## config.mk

```make
export PLATFORM = sky130hd
export DESIGN_NAME = fetch_stage
export DESIGN_NICKNAME = d
export VERILOG_FILES = /design/src/rtl/fetch_stage.sv
export SDC_FILE = /design/constraint.sdc
export NUM_CORES = 1
export LEC_CHECK = 0
export ABC_AREA = 1
export BUFFER_PORTS_ARGS = -buffer_cell sky130_fd_sc_hd__buf_4
export CAP_MARGIN = 10
export CORE_MARGIN = 2
export CORE_UTILIZATION = 49
export DETAILED_ROUTE_END_ITERATION = 10
export PLACE_DENSITY = 0.77
export SLEW_MARGIN = 10
export SYNTH_ARGS = -nofsm -noshare
export SYNTH_HDL_FRONTEND = slang
export SYNTH_SLANG_ARGS = --single-unit
```

## constraint.sdc

```tcl
create_clock -name clk -period 1.7 [get_ports clk]
set_input_delay 0.17 -clock clk [delete_from_list [all_inputs] [get_ports clk]]
set_output_delay 0.17 -clock clk [all_outputs]
set_load 0.05 [all_outputs]
```

## src/rtl/fetch_stage.sv

```systemverilog
// Fetch stage: owns the PC, fetches over a req/ack imem handshake with variable latency,
// and fills the F/D register with stall, flush and in-flight-discard handling.
module fetch_stage #(
  parameter int                    DATA_WIDTH = 32,
  parameter logic [DATA_WIDTH-1:0] RESET_PC   = '0
) (
  input  logic                  clk,
  input  logic                  rst,
  input  logic                  PCSrcE,
  input  logic [DATA_WIDTH-1:0] PCTargetE,
  input  logic                  StallD,
  input  logic                  FlushD,
  output logic                  ImemReq,
  output logic [DATA_WIDTH-1:0] ImemAddr,
  input  logic                  ImemAck,
  input  logic [DATA_WIDTH-1:0] ImemRdata,
  output logic [DATA_WIDTH-1:0] InstrD,
  output logic [DATA_WIDTH-1:0] PCD,
  output logic [DATA_WIDTH-1:0] PCPlus4D,
  output logic                  ValidD,
  output logic [DATA_WIDTH-1:0] PCF
);

  localparam logic [DATA_WIDTH-1:0] NOP = DATA_WIDTH'(32'h0000_0013);

  typedef enum logic [1:0] {S_FETCH, S_DISCARD, S_HOLD} state_e;

  state_e                state_q;
  logic [DATA_WIDTH-1:0] pc_q, disc_addr_q, buf_q;
  logic [DATA_WIDTH-1:0] instr_q, pcd_q, pcp4_q;
  logic                  valid_q;

  logic [DATA_WIDTH-1:0] target, pc_plus4, fd_word;
  logic                  fd_load;

  assign target   = {PCTargetE[DATA_WIDTH-1:2], 2'b00};
  assign pc_plus4 = pc_q + DATA_WIDTH'(4);

  // An instruction enters F/D only when nothing redirects, squashes or holds it.
  always_comb begin
    fd_load = 1'b0;
    fd_word = ImemRdata;
    case (state_q)
      S_FETCH: fd_load = ImemAck & ~PCSrcE & ~FlushD & ~StallD;
      S_HOLD: begin
        fd_load = ~PCSrcE & ~FlushD & ~StallD;
        fd_word = buf_q;
      end
      default: fd_load = 1'b0;
    endcase
  end

  always_ff @(posedge clk) begin
    if (rst) begin
      state_q     <= S_FETCH;
      pc_q        <= RESET_PC;
      disc_addr_q <= '0;
      buf_q       <= '0;
    end else begin
      case (state_q)
        S_FETCH: begin
          if (ImemAck) begin
            if (PCSrcE) begin
              pc_q <= target;
            end else if (!FlushD) begin
              if (StallD) begin
                buf_q   <= ImemRdata;
                state_q <= S_HOLD;
              end else begin
                pc_q <= pc_plus4;
              end
            end
          end else if (PCSrcE) begin
            // The request in flight must still complete; its data is thrown away.
            disc_addr_q <= pc_q;
            pc_q        <= target;
            state_q     <= S_DISCARD;
          end
        end
        S_DISCARD: begin
          if (PCSrcE) pc_q <= target;
          if (ImemAck) state_q <= S_FETCH;
        end
        S_HOLD: begin
          if (PCSrcE) begin
            pc_q    <= target;
            state_q <= S_FETCH;
          end else if (!StallD) begin
            if (!FlushD) pc_q <= pc_plus4;
            state_q <= S_FETCH;
          end
        end
        default: state_q <= S_FETCH;
      endcase
    end
  end

  always_ff @(posedge clk) begin
    if (rst) begin
      valid_q <= 1'b0;
      instr_q <= NOP;
      pcd_q   <= '0;
      pcp4_q  <= '0;
    end else if (FlushD) begin
      valid_q <= 1'b0;
      instr_q <= NOP;
    end else if (!StallD) begin
      if (fd_load) begin
        valid_q <= 1'b1;
        instr_q <= fd_word;
        pcd_q   <= pc_q;
        pcp4_q  <= pc_plus4;
      end else begin
        valid_q <= 1'b0;
        instr_q <= NOP;
      end
    end
  end

  assign ImemReq  = ~rst & (state_q != S_HOLD);
  assign ImemAddr = (state_q == S_DISCARD) ? disc_addr_q : pc_q;
  assign InstrD   = instr_q;
  assign PCD      = pcd_q;
  assign PCPlus4D = pcp4_q;
  assign ValidD   = valid_q;
  assign PCF      = pc_q;

endmodule
```

==> impl_metrics.sql <==
INSERT INTO impl_metrics (metric_group, metric, value, unit) VALUES
('timing', 'tightestPinTransition', '0.734', 'ns'),
('layout', 'signed_area_change_from_the_synthesized_netlist_to_the_final_layout', '57.7', '%'),
('setup_path', 'worstSetupStartpointType', 'flop', ''),
('pwr', 'design_power_total', '16.9', 'mW'),
('synthesis', 'synth_async_sr_flop_share', '0', '%'),
('global_routing', 'grt_start_max_net_pins', '68', ''),
('place', 'portBuffers', '229', ''),
('clocking', 'cts.sinks', '193', ''),
('synthesis', 'post_synth_num_cell_types', '40', ''),
('synthesis', 'ys_warn_count', '0', ''),
('setup_path', 'worst_r2r_path_depth', '11', ''),
('timing', 'final.setup_skew', '0.0213', 'ns'),
('place', 'place.gp.congestion', '0.937', ''),
('drt', 'postRouteAntennaNets', '0', ''),
('synthesis', 'most_frequent_cells_after_synthesis', '316 x nand2_1, 229 x o21ai_0, 193 x dfxtp_1', ''),
('die', 'die_width', '142', 'um'),
('drt', 'drt-vias-per-instance', '5.85', ''),
('synthesis', 'synth_top_area_cell', 'dfxtp_1', ''),
('setup_path', 'setup.worst_path.class', 'reg -> out', ''),
('layout', 'nNetsFinal', '1782', ''),
('clocking', 'cell_chosen_for_the_clock_root', 'clkbuf_16', ''),
('setup_path', 'crit_arrival', '1.91', 'ns'),
('layout', 'insertedDiodeCount', '0', ''),
('clocking', 'cts_made_buffers', '17', ''),
('synthesis', 'yosys.cell_count.top_type', 'nand2_1', ''),
('synthesis', 'post_synth_inst_count', '1381', ''),
('synthesis', 'area_of_the_mapped_netlist', '9350', 'um2'),
('timing', 'setup_viol_count_final', '142', ''),
('place', 'place.detailed.hpwl', '21000', 'um'),
('layout', 'num-fill-cells', '1151', ''),
('die', 'io-pin-count', '232', ''),
('layout', 'drive_gt1_share', '39.9', '%'),
('die', 'total_die_area', '20200', 'um2'),
('clocking', 'tritoncts', 'done', ''),
('pwr', 'worst_ir_drop_vdd', '0.862', 'mV'),
('layout', 'final_area', '14700', 'um2'),
('drt', 'post_detailed_route_drc_marker_count', '0', ''),
('worst_hold_path', 'hp-class', 'in -> reg', ''),
('timing', 'final_critical_path_setup_slack', '-0.380', 'ns'),
('synthesis', 'synth_edf_count', '0', ''),
('global_routing', 'gr-usage-all-layers', '30.4', '%'),
('worst_hold_path', 'worstHoldPathCells', '3', ''),
('die', 'rows', '50', ''),
('clocking', 'worst_setup_hold_path_clk_slew', '0.08', 'ns'),
('synthesis', 'synth_top_flop_cell', 'dfxtp_1', ''),
('setup_path', 'cp-end-kind', 'output port', ''),
('synthesis', 'post-synth-top-area-fraction', '41.3', '%'),
('pwr', 'p_leak', '6.49', 'nW'),
('die', 'die_h', '142', 'um'),
('timing', 'max_clock_freq', '481', 'MHz'),
('run_status', 'violations_in_the_final_reports', 'setup timing', ''),
('timing', 'final_max_slew_viol_count', '0', ''),
('run_status', 'status', 'complete, but fails checks', ''),
('place', 'pre_cts_ws', '-0.202', 'ns'),
('timing', 'grt_setup_unrepaired', 'yes', ''),
('drt', 'detailroute.via_count', '11435', ''),
('pwr', 'power.density', '1140', 'nW/um2'),
('drt', 'route.final.wire_length', '38700', 'um'),
('synthesis', 'post_synth.cell_area_avg', '6.77', 'um2'),
('synthesis', 'synth.net_count', '1455', ''),
('setup_path', 'setup.worst_path.start', 'state_q[1]', ''),
('timing', 'final.min_clock_period', '2.08', 'ns'),
('synthesis', 'synth_seq_cells', '193', ''),
('drt', 'detailedRoute.firstIterationViolations', '1086', ''),
('place', 'dpl-instance-area', '12200', 'um2'),
('die', 'core_area', '18700', 'um2'),
('drt', 'route.detailed.wl_per_inst', '19.8', 'um'),
('global_routing', 'via_count_of_the_first_global_routing_pass', '9777', ''),
('global_routing', 'initial_antenna_violation_count', '0', ''),
('global_routing', 'grt_pass1_wl', '48900', 'um'),
('synthesis', 'yosys-top-cells-area', 'dfxtp_1 41%, nand2_1 13%, o21ai_0 12%, a21oi_1 9.4%, inv_1 6.3%', '');
cell families (layout without fill, tap and decap cells):
| kind of cell | after synthesis | in the layout | share of synthesized area (%) |
|---|---|---|---|
| DFF | 193 | 193 | 41.3 |
| and+or+nand+nor | 463 | 463 | 20.3 |
| adders and majority gates | 4 | 4 | 0.535 |
| buffers and inverters | 258 | 598 | 11.0 |
| xor gates and xnor gates | 21 | 21 | 2.05 |
| AOI/OAI and AO/OA | 442 | 442 | 24.7 |
flip-flops by register name, summed over array words and instances (netlist names):
register and flops:
PCPlus4D 30, PCD 32, buf_q 32, state_q 2, InstrD 32, PCF 32
disc_addr_q 32, ValidD 1
per-stage QoR:
step / setup TNS (ns) / std cells
2_1_floorplan: -3.16 / 1381
3_3_place_gp: -1.30 / 1867
3_5_place_dp: -6.07 / 1867
4_1_cts: -8.71 / 1912
5_1_grt: -26.45 / 1955
6_report: -19.71 / 1955
cells in the final DEF (no fill, tap or decap), types with 10 or more instances in the layout:
master,synthesis,layout
buf_4,9,312
nand2_1,316,274
dfxtp_1,193,168
inv_1,156,147
a21oi_1,176,146
o21ai_0,229,143
nor2_1,79,53
buf_6,0,45
o21ai_2,1,43
nand2_2,7,42
a21oi_2,2,31
o21ai_1,4,29
clkbuf_16,0,27
nand3_1,34,22
nor2_4,3,22
buf_12,0,21
o21ai_4,0,19
o211ai_1,16,16
dfxtp_2,0,14
xor2_1,19,14
nor2_2,7,14
nand3_2,2,12
dfxtp_4,0,11
buf_8,0,10
routing by layer:
| layer | vias up | global-route usage (%) | part of all wire, % |
|---|---|---|---|
| met3 | 254 | 6.66 | 10 |
| met2 | 763 | 50.6 | 46 |
| met4 | 0 | 15.4 | 7.6 |
| met1 | 5287 | 37.2 | 36 |
| met5 | - | 0 | 0 |
| li1 | 5131 | - | - |
path summary, 6_finish.rpt:
path,to,slack (ns)
min,buf_q[18],0.009
max reg2reg,PCF[16],-0.34
min reg2reg,buf_q[16],0.45
max,ImemAddr[12],-0.38
area by class of cell:
| type | count | area [um2] | area share (%) |
|---|---|---|---|
| Multi-Input combinational cell | 930 | 5460 | 37.1 |
| Sequential cell | 193 | 3920 | 26.6 |
| Timing Repair Buffer | 405 | 3840 | 26.1 |
| Inverter | 161 | 627 | 4.25 |
| Clock buffer | 17 | 425 | 2.89 |
| Tap cell | 234 | 293 | 1.99 |
| Clock inverter | 15 | 164 | 1.11 |
power by group:
group	internal (mW)	total [mW]	switching, mW
clock	1.97	4.12	2.14
combinational	2.71	7.38	4.67
sequential	4.95	5.36	0.405
total	9.64	16.9	7.22
worst max-delay path, cell delays in order (launching register included):
cell	delay (ns)
dfxtp_4	0.38
inv_4	0.04
buf_6	0.11
ha_4	0.17
buf_12	0.15
buf_16	0.15
o21ai_4	0.23
buf_6	0.20
what timing repair did:
action                     4_1_cts  5_1_grt
cloned                           5       13
hold buffers                     1        0
gates resized for setup        105      280
pin swaps                       34       44
setup endpoints to repair      153      189
buffers inserted                 8       30
hold endpoints to repair         3        0
(Power assumes the default switching activity.)
